## config.mk

```make
export PLATFORM = sky130hd
export DESIGN_NAME = fetch_stage
export DESIGN_NICKNAME = d
export VERILOG_FILES = /design/src/rtl/fetch_stage.sv
export SDC_FILE = /design/constraint.sdc
export NUM_CORES = 1
export LEC_CHECK = 0
export ABC_AREA = 1
export BUFFER_PORTS_ARGS = -buffer_cell sky130_fd_sc_hd__buf_2
export CORE_UTILIZATION = 45
export DETAILED_ROUTE_END_ITERATION = 8
export PLACE_DENSITY_LB_ADDON = 0.12
export SYNTH_ARGS = -nofsm -noshare
export SYNTH_HDL_FRONTEND = slang
export SYNTH_SLANG_ARGS = --single-unit
```

## constraint.sdc

```tcl
create_clock -name clk -period 6.2 [get_ports clk]
set_input_delay 0.93 -clock clk [delete_from_list [all_inputs] [get_ports clk]]
set_output_delay 0.93 -clock clk [all_outputs]
set_load 0.05 [all_outputs]
```

## src/rtl/fetch_stage.sv

```systemverilog
// RV32I instruction fetch: owns the PC, runs the imem request/grant/response
// handshake and holds one fetched instruction for decode.
module fetch_stage #(
    parameter logic [31:0] RESET_PC = 32'h0000_0000
) (
    input  logic        clk,
    input  logic        reset,
    output logic        imem_req,
    output logic [31:0] imem_addr,
    input  logic        imem_gnt,
    input  logic        imem_rvalid,
    input  logic [31:0] imem_rdata,
    output logic        instr_valid,
    input  logic        instr_ready,
    output logic [31:0] instr,
    output logic [31:0] instr_pc,
    output logic [31:0] instr_pc_plus4,
    output logic [24:0] imm_field,
    input  logic        redirect,
    input  logic        redirect_jalr,
    input  logic [31:0] redirect_pc,
    input  logic [31:0] imm_ext,
    input  logic [31:0] jalr_target,
    output logic        misaligned
);

    typedef enum logic [1:0] {
        S_REQ   = 2'd0,
        S_WAIT  = 2'd1,
        S_HOLD  = 2'd2,
        S_FLUSH = 2'd3
    } state_t;

    localparam logic [31:0] NOP = 32'h0000_0013;

    state_t      r_state;
    state_t      w_state_next;
    logic        r_run;
    logic [31:0] r_pc;
    logic [31:0] r_instr;
    logic [31:0] r_instr_pc;
    logic        r_misaligned;

    logic [31:0] w_target_raw;
    logic [31:0] w_target;
    logic        w_capture;
    logic        w_advance;

    assign w_target_raw = redirect_jalr ? (jalr_target & ~32'h1) : (redirect_pc + imm_ext);
    assign w_target     = w_target_raw & ~32'h3;

    // r_run keeps imem_req low for the first cycle out of reset.
    always_ff @(posedge clk or negedge reset) begin
        if (!reset) begin
            r_state <= S_REQ;
            r_run   <= 1'b0;
        end else begin
            r_state <= w_state_next;
            r_run   <= 1'b1;
        end
    end

    always_comb begin
        w_state_next = r_state;
        case (r_state)
            S_REQ: begin
                if (redirect)
                    w_state_next = S_REQ;
                else if (imem_gnt && r_run)
                    w_state_next = S_WAIT;
            end
            S_WAIT: begin
                if (redirect && imem_rvalid)
                    w_state_next = S_REQ;
                else if (redirect)
                    w_state_next = S_FLUSH;
                else if (imem_rvalid)
                    w_state_next = S_HOLD;
            end
            S_HOLD: begin
                if (redirect || instr_ready)
                    w_state_next = S_REQ;
            end
            S_FLUSH: begin
                if (redirect)
                    w_state_next = S_FLUSH;
                else if (imem_rvalid)
                    w_state_next = S_REQ;
            end
            default: w_state_next = S_REQ;
        endcase
    end

    always_comb begin
        imem_req    = (r_state == S_REQ) && r_run;
        instr_valid = (r_state == S_HOLD);
        w_capture   = (r_state == S_WAIT) && imem_rvalid && !redirect;
        w_advance   = (r_state == S_HOLD) && instr_ready && !redirect;
    end

    // Redirect outranks every other PC update, including consumption by decode.
    always_ff @(posedge clk or negedge reset) begin
        if (!reset) begin
            r_pc         <= RESET_PC;
            r_instr      <= NOP;
            r_instr_pc   <= RESET_PC;
            r_misaligned <= 1'b0;
        end else begin
            r_misaligned <= redirect && w_target_raw[1];
            if (redirect)
                r_pc <= w_target;
            else if (w_advance)
                r_pc <= r_pc + 32'd4;
            if (w_capture) begin
                r_instr    <= imem_rdata;
                r_instr_pc <= r_pc;
            end
        end
    end

    assign imem_addr      = r_pc;
    assign instr          = r_instr;
    assign instr_pc       = r_instr_pc;
    assign instr_pc_plus4 = r_instr_pc + 32'd4;
    assign imm_field      = r_instr[31:7];
    assign misaligned     = r_misaligned;

endmodule

```

==> metrics.cfg <==
[yosys]
syn_avg_cell_area_sq_um=6.77
synthFlopType=dfrtp_1
netlist_area_sq_um=7980
synthDistinctLibCells=43
netlist_instances=1178
yosys_warnings=0
yosys_register_bits=96
yosysSeqAreaShare_pct=30.2
synth-edff-count=0
async_flop_share_pct=100

[floorplan]
die_h_um=135
coreArea_sq_um=17300
die_area_sq_um=18300
die_w_um=135
start_util_pct=46.1
num_rows=48
ioPinCount=291

[worst_setup_path]
path_max_fanout=5
end_kind=output port
path_class=reg2out
rrSetupSlack_ns=3.34
reg2reg_depth=7
crit_chain=ha_1 > nand2_2 > nor2_4 > nand3_4 > nor2_4 > nand3_4 > nor3_4 > nand2_2 > nor2_4 > nand3_2 > xor2_1 > buf_2
crit_path_start_kind=flip-flop
crit_top_cell=nor2_4
cp.required_ns=5.27
r2r-start=r_state[1]$_DFFE_PN0P_
cp.arrival_ns=2.47
cpPeakStageDelay_ns=0.41
cp_slowest_cell=dfrtp_1
crit_path_start=instr_pc[2]$_DFFE_PN0P_
r2r_end=imem_addr[10]$_DFFE_PN0N_
worstSetupEndpoint=instr_pc_plus4[30]

[cts]
clockRootBuffer=clkbuf_16
path_clk_slew_ns=0.07
clkLatencyLatePin_ns=0.34
h-tree-depth=3
cts_tree=built
clockBufferDepth=2
post_cts_buffers=0
cts_buffers=9
holdBufCountCts=0
post_cts_resized=0
cts_num_sinks=96

[sta]
drv_slew=0
worst_pin_slew_ns=1.02
hold_viol=0
fin_crit_sh_pct=54.8
timing.final.crit_period_ns=3.40
hold_slack_ns=0.501
setup_viol=0
fin_skew_ns=0.00563
fin_setup_tns_ns=0
slew_headroom_pct=31.8
max_freq_mhz=294
rsz0062_at_grt=no

[route]
firstDrtPassIters=5
postRouteAntennaNets=0
drc=0
vias=8222
drt_iter0_drc=317
wire_per_inst_um=13.9
drt_wl_total_mm=22.9
drt-vias-per-instance=4.97

[placed_design]
io_buffers=283
dp_hpwl_mm=18.6
place_area_sq_um=9400
place.gp.congestion=0.916
placed_cells=1637

[worst_hold_path]
hp-class=reg2reg

[finish]
fillers=1747
nNetsFinal=1591
utilization_pct=56.4
area_growth_pct=22.4
design_area_sq_um=9760
layout-drive-gt1-share_pct=25.6
final_cells=1653
antennaDiodeCount=0

[global_routing]
grt_usage_pct=25.5
grt_max_degree=81
antenna_found_initial=0
first_global_vias=7536
overflow=0
grt_first_pass_wirelength_mm=36.9

[power]
power.leakage_nw=5.40
power_density_nw_per_um2=485
max-vdd-ir-drop_mv=0.466

[job]
drv_cap=0

[status]
status=finished clean

[Yosys cell counts, types with 2 or more instances]
master	n	area share, %
xnor2_2	2	0.41
xor2_1	39	4.3
o31ai_1	3	0.28
ha_1	32	5.0
nand3_4	2	0.44
dfrtp_1	93	29
nor2_1	156	7.3
o21bai_1	7	0.66
buf_2	4	0.25
nand2_2	6	0.47
mux2_2	34	4.8
xnor2_1	13	1.4
clkbuf_1	20	0.94
a21oi_1	49	3.1
nor3_2	2	0.25
a22oi_1	6	0.56
o211ai_1	4	0.38
nand3_1	53	3.3
inv_1	150	7.1
nor3_4	2	0.41
conb_1	2	0.094
nor3_1	22	1.4
nor2_4	3	0.42
dfstp_2	3	0.99
buf_1	3	0.14
nor3b_1	2	0.19
buf_4	31	2.9
and2_1	2	0.16
o21ai_0	76	4.8
nor4_1	2	0.16
inv_2	2	0.094
a31oi_1	6	0.47
nand3_2	3	0.38
nand2_1	321	15
nand4_1	15	1.2
[cell families after synthesis]
kind of cell | after synthesis | synth area share, %
compound gates | 153 | 10.4
xor+xnor | 54 | 6.12
fa+ha+maj | 33 | 5.27
buf+inv | 210 | 11.4
flops | 96 | 30.2
mux | 34 | 4.80
other cells | 2 | 0.0942
simple gates | 596 | 31.7
[power breakdown]
group	internal, W	switching (W)	leakage, nW	total [W]
sequential	0.000882	0.000290	1.16	0.00117
clock	0.000435	0.000239	0.173	0.000673
combinational	0.000664	0.00223	4.07	0.00289
total	0.00198	0.00275	5.40	0.00474
[registers in the layout, summed over array words and instances (netlist names)]
register and flops:
r_state 2, instr 32, r_run 1, misaligned 1
instr_pc 30, imem_addr 30
[worst max-delay path, delay by kind of cell, from the launching register on]
kind / cells / cell delay (ns)
adders and majority gates: 1 / 0.22
xor gates and xnor gates: 1 / 0.13
DFF: 1 / 0.41
and+or+nand+nor: 9 / 1.09
buffers and inverters: 1 / 0.28
[layout by cell type, fill, tap and decap left out, types with 9 or more instances in the layout]
cell,n
nand2_1,321
mux2_2,34
a21oi_1,49
ha_1,32
xnor2_1,13
nand4_1,15
dfrtp_1,93
xor2_1,39
inv_1,150
o21ai_0,76
nand3_1,52
nor3_1,22
clkbuf_16,9
buf_2,282
nor2_1,156
[stage by stage]
stage / worst slack [ns] / total power, W
floorplan: 2.51 / 0.00348
global placement: 2.74 / 0.00405
detailed placement: 2.72 / 0.00408
CTS: 2.76 / 0.00476
global route: 2.62 / 0.00499
finish: 2.80 / 0.00474
[layer usage]
layer / up-vias / GRT usage (%) / wire length, um
met1: 3682 / 32.4 / 9870
li1: 4221 / - / -
met3: 45 / 2.06 / 1120
met2: 274 / 44.0 / 11100
met5: - / 0 / 0
met4: 0 / 11.2 / 777
[worst min-delay path by stage]
stage          depth (start not counted)                    from                      to  slack, ns
2_1_floorplan                          2  r_state[1]$_DFFE_PN0P_  r_state[1]$_DFFE_PN0P_       0.59
3_3_place_gp                           1    instr[5]$_DFFE_PN0P_    instr[5]$_DFFE_PN0P_       0.48
3_5_place_dp                           1    instr[3]$_DFFE_PN0P_    instr[3]$_DFFE_PN0P_       0.49
4_1_cts                                1    instr[3]$_DFFE_PN0P_    instr[3]$_DFFE_PN0P_       0.51
5_1_grt                                1    instr[6]$_DFFE_PN0P_    instr[6]$_DFFE_PN0P_       0.52
6_report                               1    instr[3]$_DFFE_PN0P_    instr[3]$_DFFE_PN0P_       0.50
[area by class of cell]
| type | instances | area (sq um) | area share, % |
|---|---|---|---|
| inverter | 152 | 571 | 5.85 |
| multi-input combinational | 877 | 4690 | 48.1 |
| tap | 225 | 282 | 2.88 |
| clock inverter | 6 | 133 | 1.36 |
| clock buffer | 10 | 229 | 2.35 |
| sequential | 96 | 2410 | 24.7 |
| timing repair buffer | 287 | 1450 | 14.8 |
Note: power is estimated with default switching activity, not from simulation.
